## config.mk

```make
export PLATFORM = sky130hd
export DESIGN_NAME = uart_rx_fifo
export DESIGN_NICKNAME = d
export VERILOG_FILES = /design/src/rtl/uart_rx_fifo.sv
export SDC_FILE = /design/constraint.sdc
export NUM_CORES = 1
export LEC_CHECK = 0
export CORE_UTILIZATION = 40
export DETAILED_ROUTE_END_ITERATION = 10
export PLACE_DENSITY = 0.62
export SLEW_MARGIN = 20
export SYNTH_ARGS = -nofsm -noshare
export SYNTH_HDL_FRONTEND = slang
export SYNTH_SLANG_ARGS = --single-unit
```

## constraint.sdc

```tcl
create_clock -name CLK_40 -period 4.02 [get_ports CLK_40]
set_input_delay 0.603 -clock CLK_40 [delete_from_list [all_inputs] [get_ports CLK_40]]
set_output_delay 0.603 -clock CLK_40 [all_outputs]
set_load 0.005 [all_outputs]
```

## src/rtl/uart_rx_fifo.sv

```systemverilog
// UART 8N1 receiver with an 8-entry first-word-fall-through receive FIFO.
// Deserialises frames on rx at baud_rate clocks per bit and buffers the bytes.
// Framing errors and breaks are reported as single-cycle pulses; a byte
// dropped on a full FIFO sets a sticky overrun flag.
module uart_rx_fifo #(
  parameter int FIFO_AW     = 3,
  parameter int SYNC_STAGES = 2
) (
  input  logic               CLK_40,
  input  logic               reset,
  input  logic               rx,
  input  logic [15:0]        baud_rate,
  output logic [7:0]         rx_data,
  output logic               rx_data_valid,
  input  logic               rx_read_strobe,
  output logic [FIFO_AW:0]   rx_count,
  output logic               framing_error,
  output logic               break_detect,
  output logic               overrun,
  input  logic               clear_errors
);

  localparam int DEPTH = 1 << FIFO_AW;
  localparam logic [FIFO_AW-1:0] PTR_ONE  = FIFO_AW'(1);
  localparam logic [FIFO_AW:0]   CNT_ONE  = (FIFO_AW+1)'(1);
  localparam logic [FIFO_AW:0]   CNT_FULL = (FIFO_AW+1)'(DEPTH);

  typedef enum logic [2:0] {IDLE, START, DATA, STOP, WAIT_HIGH} state_t;

  state_t                 state_q, state_d;
  logic [SYNC_STAGES-1:0] sync_q;
  logic                   rxs, rxs_d;
  logic [15:0]            baud_eff, b_q, cnt_q, half_m1, b_m1;
  logic [2:0]             idx_q;
  logic [7:0]             shift_q;
  logic                   start_edge, push_req, fe_d, be_d;

  logic [7:0]             mem [DEPTH];
  logic [FIFO_AW-1:0]     wptr_q, rptr_q;
  logic                   full, do_pop, do_push;

  assign rxs      = sync_q[SYNC_STAGES-1];
  assign baud_eff = (baud_rate < 16'd4) ? 16'd4 : baud_rate;
  assign half_m1  = (b_q >> 1) - 16'd1;
  assign b_m1     = b_q - 16'd1;

  // Synchroniser chain on rx plus a one-cycle delayed copy for edge detection.
  always_ff @(posedge CLK_40) begin
    // NOTE: sequential state always uses <= so every flop samples pre-edge values.
    if (reset) begin
      sync_q <= '1;
      rxs_d  <= 1'b1;
    end else begin
      sync_q <= {sync_q[SYNC_STAGES-2:0], rx};
      rxs_d  <= rxs;
    end
  end

  // Next-state and sample-point decode for the receive FSM.
  always_comb begin
    // NOTE: every output gets a default first so no path can infer a latch.
    state_d    = state_q;
    start_edge = 1'b0;
    push_req   = 1'b0;
    fe_d       = 1'b0;
    be_d       = 1'b0;
    case (state_q)
      IDLE: if (rxs_d && !rxs) begin
        state_d    = START;
        start_edge = 1'b1;
      end
      START: if (cnt_q == half_m1) state_d = rxs ? IDLE : DATA;
      DATA:  if (cnt_q == b_m1 && idx_q == 3'd7) state_d = STOP;
      STOP: if (cnt_q == b_m1) begin
        if (rxs) begin
          push_req = 1'b1;
          state_d  = IDLE;
        end else begin
          state_d = WAIT_HIGH;
          if (shift_q == 8'h00) be_d = 1'b1;
          else                  fe_d = 1'b1;
        end
      end
      WAIT_HIGH: if (rxs) state_d = IDLE;
      default: state_d = IDLE;
    endcase
  end

  // FSM state, bit timing counter, shift register and error pulses.
  always_ff @(posedge CLK_40) begin
    if (reset) begin
      state_q       <= IDLE;
      cnt_q         <= '0;
      idx_q         <= '0;
      shift_q       <= '0;
      b_q           <= 16'd4;
      framing_error <= 1'b0;
      break_detect  <= 1'b0;
    end else begin
      state_q       <= state_d;
      framing_error <= fe_d;
      break_detect  <= be_d;
      case (state_q)
        IDLE: begin
          // The edge-detection cycle is cycle 0 of the start bit.
          cnt_q <= start_edge ? 16'd1 : 16'd0;
          idx_q <= '0;
          if (start_edge) b_q <= baud_eff;
        end
        START: cnt_q <= (cnt_q == half_m1) ? 16'd0 : cnt_q + 16'd1;
        DATA: begin
          if (cnt_q == b_m1) begin
            cnt_q           <= '0;
            shift_q[idx_q]  <= rxs;
            idx_q           <= idx_q + 3'd1;
          end else begin
            cnt_q <= cnt_q + 16'd1;
          end
        end
        STOP:    cnt_q <= (cnt_q == b_m1) ? 16'd0 : cnt_q + 16'd1;
        default: cnt_q <= '0;
      endcase
    end
  end

  assign full          = (rx_count == CNT_FULL);
  assign rx_data_valid = (rx_count != '0);
  assign do_pop        = rx_read_strobe && rx_data_valid;
  assign do_push       = push_req && (!full || do_pop);
  assign rx_data       = rx_data_valid ? mem[rptr_q] : 8'h00;

  // FIFO storage written at the write pointer.
  always_ff @(posedge CLK_40) begin
    // NOTE: storage is not reset; the count and the output mux keep stale entries invisible.
    if (do_push) mem[wptr_q] <= shift_q;
  end

  // FIFO pointers, occupancy count and sticky overrun flag.
  always_ff @(posedge CLK_40) begin
    if (reset) begin
      wptr_q   <= '0;
      rptr_q   <= '0;
      rx_count <= '0;
      overrun  <= 1'b0;
    end else begin
      if (do_push) wptr_q <= wptr_q + PTR_ONE;
      if (do_pop)  rptr_q <= rptr_q + PTR_ONE;
      case ({do_push, do_pop})
        2'b10:   rx_count <= rx_count + CNT_ONE;
        2'b01:   rx_count <= rx_count - CNT_ONE;
        default: rx_count <= rx_count;
      endcase
      if (push_req && full && !do_pop) overrun <= 1'b1;
      else if (clear_errors)           overrun <= 1'b0;
    end
  end

endmodule

```

==> flow_metrics.py, run 1 <==
metrics = {
    "run_status": {
        "status": "complete, no violations",
    },
    "global_routing": {
        "use_met3": 0.0396,
        "gr-total-overflow": 0,
        "grt.busiest_layer": "met2",
        "use_met2": 0.324,
        "grt_pass1_wl_um": 23800,
        "use_met1": 0.234,
        "grt_util_all_layers": 0.188,
        "grt_start_max_net_pins": 53,
        "grt_antenna_before_repair": 0,
        "grt_pass1_vias": 4709,
    },
    "synth": {
        "synth_cells": 609,
        "synthesis.area_um2": 6460,
        "yosysWarnings": 0,
        "synthDistinctLibCells": 71,
        "synth.avg_cell_area_um2": 10.6,
        "synth-seq-cells": 129,
        "synthFlopType": "dfxtp_1",
        "synth-async-reset-ratio": 0,
        "ys_seq_area_frac": 0.499,
        "synth-edff-count": 64,
        "syn-num-nets": 640,
    },
    "die": {
        "die_w_um": 129,
        "start_util": 0.408,
        "ios": 37,
        "fp.coreArea_um2": 15800,
        "fp-row-count": 46,
        "dieArea_um2": 16700,
        "die_h_um": 129,
    },
    "timing": {
        "finalSetupViolations": 0,
        "fin_crit_ns": 3.89,
        "worst_pin_slew_ns": 0.903,
        "drv_slew": 0,
        "max_freq_mhz": 257,
        "period_share": 0.967,
        "hold_viol": 0,
        "relSlewSlack": 0.398,
        "worst_clock_skew_ns": 0.00679,
    },
    "cts": {
        "clk_pin_slew_ns": 0.06,
        "htree_levels": 4,
        "cts_buffers": 17,
        "cts_tree": "yes",
        "cts_buffer_depth": 2,
        "insertion_delay_ns": 0.41,
        "holdBufCountCts": 0,
        "cts.sinks": 129,
        "cts-root-buf": "clkbuf_16",
    },
    "routing": {
        "drc": 0,
        "routed_wl_um": 14200,
        "antenna_left": 0,
        "first_pass_iters": 4,
        "drt_iter0_drc": 338,
        "post_drt_wl_per_cell_um": 16.1,
        "viasPerCell": 5.25,
        "vias": 4650,
    },
    "placement": {
        "gp_congestion": 0.915,
        "placedCellCount": 851,
        "numPortBuffers": 36,
        "dpl.hpwl_um": 10200,
    },
    "finish": {
        "layout.cells.most_common_list": "edfxtp_1 (64), nor2_1 (62), dfxtp_1 (61), nand2_1 (51)",
        "nFillCells": 1409,
        "syn2layout_area_growth_pct": 20.9,
        "nets": 688,
        "final_common_cell": "edfxtp_1",
        "drive_gt1_frac": 0.181,
        "diodes": 0,
        "fin_util": 0.493,
        "fin_cells": 886,
    },
    "critical_path": {
        "crit_chain": "inv_2 > ha_4 > or4b_4 > or3_4 > a2111oi_4 > o211ai_1 > or4b_4 > o21ai_4 > inv_2 > ha_1 > a21o_1 > a21oi_2 > mux2i_1 > mux2_2",
        "start_kind": "flip-flop",
        "rr_worst_depth": 14,
        "cp-end-kind": "flip-flop",
        "timing.rr.end": "rx_count[3]$_SDFFE_PP0P_",
        "arrival_ns": 4.19,
        "crit_end": "rx_count[3]$_SDFFE_PP0P_",
        "cp_slowest_stage_delay_ns": 0.60,
        "cp-startpoint": "b_q[2]$_SDFFE_PP1P_",
        "worst_ep_required_time_ns": 4.32,
        "crit-reg2reg-launch": "b_q[2]$_SDFFE_PP1P_",
        "regToRegSetupSlack_ns": 0.13,
        "slowest_stage": "or4b_4",
        "crit_path_max_fanout": 5,
        "worstSetupPathType": "reg2reg",
    },
    "hold_path": {
        "min_path_type": "reg2reg",
    },
    "pwr": {
        "power_frac_seq": 0.439,
        "p_int_mw": 2.39,
        "power.share.combinational": 0.111,
        "p_leak_nw": 2.70,
        "clkPwrFrac": 0.451,
        "swShare": 0.253,
        "irDropWorstVdd_mv": 0.248,
        "power.density_nw_per_um2": 410,
        "switchingPower_mw": 0.811,
    },
    "run": {
        "maxCapViolCount": 0,
    },
}
worst max-delay path: cells and delay by family (launching register included):
family          cells  cell delay (ns)
flops               1             0.33
buf+inv             2             0.14
simple gates        3             1.40
mux                 2             0.55
compound gates      5             0.93
fa+ha+maj           2             0.42
what timing repair did:
item	in CTS	in global routing
setup endpoints to repair	0	65
setup buffers	0	3
gates resized for setup	0	14
hold endpoints to repair	0	0
layout make-up:
class / count / area [um^2] / area share
Tap cell: 216 / 270 / 0.0346
Timing Repair Buffer: 71 / 618 / 0.0791
Multi-Input combinational cell: 425 / 3080 / 0.394
Sequential cell: 129 / 3230 / 0.413
Inverter: 13 / 48.8 / 0.00625
Clock inverter: 15 / 139 / 0.0178
Clock buffer: 17 / 425 / 0.0545
sequential cells by signal, summed over array words and instances (netlist names), named ones only:
name and cells:
wptr_q 3, idx_q 3, cnt_q 16, overrun 1, framing_error 1, rxs_d 1
state_q 3, rptr_q 3, sync_q 2, shift_q 8, rx_count 4, b_q 16
break_detect 1, mem 64
routing by layer:
layer	wire length (um)	vias to the layer above
met5	0	-
met4	191	0
met3	543	11
met2	7160	97
met1	6350	2241
li1	-	2301
cells by family (layout without fill, tap and decap cells):
family	count (synthesis)	in the layout	share of synthesized area
compound gates	81	81	0.0805
xor+xnor	56	56	0.0759
fa+ha+maj	10	10	0.0205
buf+inv	55	116	0.0356
flops	129	129	0.499
mux	36	36	0.0893
simple gates	242	242	0.199
through the flow:
step	setup slack (ns)	TNS (ns)	instance area, um^2	power (mW)	hold WS [ns]
global placement	0.126	0	7170	1.78	0.393
detailed placement	0.0156	0	7170	1.78	0.400
finish	0.134	0	7810	3.21	0.415
global route	-0.0117	-0.0117	7810	3.34	0.440
CTS	0.00815	0	7730	3.24	0.418
floorplan	-0.0668	-1.60	6480	1.66	0.389
power groups by stage:
stage	clock network, mW	registers, mW	logic (mW)
2_1_floorplan	0	1.42	0.232
5_1_grt	1.54	1.41	0.390
4_1_cts	1.48	1.40	0.353
6_report	1.44	1.41	0.355
3_3_place_gp	0	1.43	0.346
3_5_place_dp	0	1.43	0.351
worst min path at each step:
stage	startpoint	endpoint	slack, ns	cells past startpoint
floorplan	sync_q[0]$_SDFF_PP1_	sync_q[1]$_SDFF_PP1_	0.39	1
global placement	sync_q[0]$_SDFF_PP1_	sync_q[1]$_SDFF_PP1_	0.39	1
detailed placement	sync_q[0]$_SDFF_PP1_	sync_q[1]$_SDFF_PP1_	0.40	1
CTS	sync_q[0]$_SDFF_PP1_	sync_q[1]$_SDFF_PP1_	0.42	1
global route	sync_q[0]$_SDFF_PP1_	sync_q[1]$_SDFF_PP1_	0.44	1
finish	sync_q[0]$_SDFF_PP1_	sync_q[1]$_SDFF_PP1_	0.42	1
cell usage after synthesis, types with 7 or more instances:
library cell / count / area (um^2)
nand2_1: 51 / 191
nor4_1: 11 / 68.8
nor3_1: 14 / 70.1
ha_1: 9 / 113
nor2_1: 62 / 233
nand3_1: 25 / 125
a21oi_1: 32 / 160
mux2i_1: 16 / 160
and2_1: 7 / 43.8
mux4_2: 16 / 360
clkbuf_1: 30 / 113
xnor2_1: 35 / 307
dfxtp_1: 65 / 1300
edfxtp_1: 64 / 1920
nand4_1: 7 / 43.8
xor2_1: 21 / 184
nor2b_1: 12 / 75.1
inv_1: 12 / 45.0
o21ai_0: 18 / 90.1
Note: power is estimated with default switching activity, not from simulation.
==> inputs of run 2 (changes only) <==
--- a/config.mk
+++ b/config.mk
@@ -5,6 +5,7 @@
 export SDC_FILE = /design/constraint.sdc
 export NUM_CORES = 1
 export LEC_CHECK = 0
+export CAP_MARGIN = 30
 export CORE_UTILIZATION = 40
 export DETAILED_ROUTE_END_ITERATION = 10
 export PLACE_DENSITY = 0.62
==> results of run 2 <==
Final layout, timing and power as in run 1 (identical DEF).
==> inputs of run 3 (changes only) <==
--- a/config.mk
+++ b/config.mk
@@ -8,7 +8,8 @@
 export CAP_MARGIN = 30
 export CORE_UTILIZATION = 40
 export DETAILED_ROUTE_END_ITERATION = 10
-export PLACE_DENSITY = 0.62
+export DONT_BUFFER_PORTS = 1
+export PLACE_DENSITY = 0.59
 export SLEW_MARGIN = 20
 export SYNTH_ARGS = -nofsm -noshare
 export SYNTH_HDL_FRONTEND = slang
==> run 3 against run 2 <==
Net effect:
- critical path depth is the same
- sequential share of layout area is 2.0 points higher
- non-clock buffer count fell by 36
- sequential power about the same
- via count shrank 1.7%
- setup slack gained 0.023 ns
- hold slack got worse by 0.16 ns
- design area down 4.8%
- largest cell class unchanged
==> flow_metrics.py, run 3 (same netlist as run 1, synthesis figures left out) <==
metrics = {
    "critical_path": {
        "rr_worst_depth": 14,
        "start_kind": "flip-flop",
        "timing.rr.end": "rx_count[3]$_SDFFE_PP0P_",
        "crit-reg2reg-launch": "b_q[1]$_SDFFE_PP0P_",
        "crit_path_max_fanout": 5,
        "cp-startpoint": "b_q[1]$_SDFFE_PP0P_",
        "crit_end": "rx_count[3]$_SDFFE_PP0P_",
        "arrival_ns": 4.17,
        "worstSetupPathType": "reg2reg",
        "worst_ep_required_time_ns": 4.33,
        "cp-end-kind": "flip-flop",
        "regToRegSetupSlack_ns": 0.16,
    },
    "run_status": {
        "status": "complete, no violations",
    },
    "cts": {
        "insertion_delay_ns": 0.41,
        "cts-root-buf": "clkbuf_16",
        "cts.sinks": 129,
        "cts_buffers": 17,
        "cts_buffer_depth": 2,
        "cts_tree": "yes",
        "htree_levels": 4,
        "clk_pin_slew_ns": 0.06,
    },
    "routing": {
        "drc": 0,
        "post_drt_wl_per_cell_um": 17.0,
        "drt_iter0_drc": 257,
        "vias": 4572,
        "routed_wl_um": 14400,
        "antenna_left": 0,
        "first_pass_iters": 5,
        "viasPerCell": 5.38,
    },
    "pwr": {
        "irDropWorstVdd_mv": 0.283,
        "power_mw": 3.25,
        "power.density_nw_per_um2": 437,
        "p_leak_nw": 2.57,
    },
    "global_routing": {
        "grt_util_all_layers": 0.188,
        "grt_start_max_net_pins": 53,
        "grt_pass1_wl_um": 23700,
        "gr-total-overflow": 0,
        "grt_antenna_before_repair": 0,
        "grt_pass1_vias": 4617,
    },
    "timing": {
        "worst_clock_skew_ns": 0.00984,
        "hold_slack_ns": 0.251,
        "drv_slew": 0,
        "fin_crit_ns": 3.86,
        "rsz0062_at_grt": "false",
        "finalSetupViolations": 0,
        "worst_pin_slew_ns": 0.793,
        "period_share": 0.961,
        "max_freq_mhz": 259,
        "hold_viol": 0,
        "relSlewSlack": 0.471,
    },
    "die": {
        "fp-row-count": 46,
        "start_util": 0.408,
        "die_w_um": 129,
        "dieArea_um2": 16700,
        "ios": 37,
        "die_h_um": 129,
        "fp.coreArea_um2": 15800,
    },
    "hold_path": {
        "min_path_type": "in2reg",
    },
    "placement": {
        "gp_congestion": 0.888,
        "placedCellCount": 817,
        "numPortBuffers": 0,
        "dpl.hpwl_um": 10200,
    },
    "finish": {
        "largest_reg_flops": 64,
        "layout.cells.most_common_list": "dfxtp_1 (64), edfxtp_1 (64), nor2_1 (62), nand2_1 (51)",
        "nets": 652,
        "diodes": 0,
        "fin_cells": 850,
        "syn2layout_area_growth_pct": 15.0,
        "top_register": "mem",
        "drive_gt1_frac": 0.174,
        "top_regs": "mem x64, b_q x16, cnt_q x16",
    },
    "run": {
        "maxCapViolCount": 0,
    },
}
run 3: where the power goes:
part           switching (mW)  leakage [nW]  internal [mW]
clock                   0.619         0.287          0.931
combinational           0.119          1.17          0.144
sequential             0.0486          1.12           1.38
run 3: metrics by stage:
stage               TNS (ns)  area [um^2]  setup slack, ns   util
floorplan              -1.60         6480          -0.0668      -
global placement           0         6830            0.129  0.431
detailed placement         0         6830           0.0682  0.432
CTS                        0         7430           0.0596  0.469
global route               0         7430          0.00501  0.470
finish                     0         7430            0.157  0.470
run 3: worst min path at each step:
stage	start	to	slack, ns	depth (start not counted)
detailed placement	sync_q[0]$_SDFF_PP1_	sync_q[1]$_SDFF_PP1_	0.40	1
finish	reset	b_q[1]$_SDFFE_PP0P_	0.25	1
CTS	reset	b_q[1]$_SDFFE_PP0P_	0.23	1
global placement	sync_q[0]$_SDFF_PP1_	sync_q[1]$_SDFF_PP1_	0.39	1
global route	reset	b_q[10]$_SDFFE_PP0P_	0.23	1
floorplan	sync_q[0]$_SDFF_PP1_	sync_q[1]$_SDFF_PP1_	0.39	1
run 3: timing repair:
| item | in CTS | in global routing |
|---|---|---|
| hold buffers | 0 | 0 |
| endpoints found under the setup margin | 0 | 1 |
| buffers inserted | 0 | 1 |
| gates resized for setup | 0 | 0 |
| hold endpoints to repair | 0 | 0 |
run 3: layout make-up:
type / instances / area [um^2]
multi-input cells: 425 / 3030
well taps: 216 / 270
clock inverters: 15 / 171
clock buffers: 17 / 425
flip-flops and latches: 129 / 3220
fillers: 1464 / 8390
inverters: 13 / 48.8
repair buffers: 35 / 263
run 3: routing by layer:
metal,up-vias,share of wire,track usage
met5,-,0,0
met4,0,0.023,0.0837
met3,19,0.036,0.0421
met2,114,0.49,0.316
met1,2211,0.45,0.232
li1,2228,-,-
run 3: worst max-delay path: stages (launching register included):
cell and delay [ns]:
dfxtp_1 0.31, inv_1 0.07, ha_1 0.17, or4b_1 0.45, or3_1 0.34, a2111oi_2 0.30
o211ai_1 0.14, or4b_4 0.59, o21ai_4 0.16, inv_2 0.07, ha_1 0.27, a21o_1 0.20
a21oi_2 0.15, mux2i_1 0.20, mux2_2 0.34
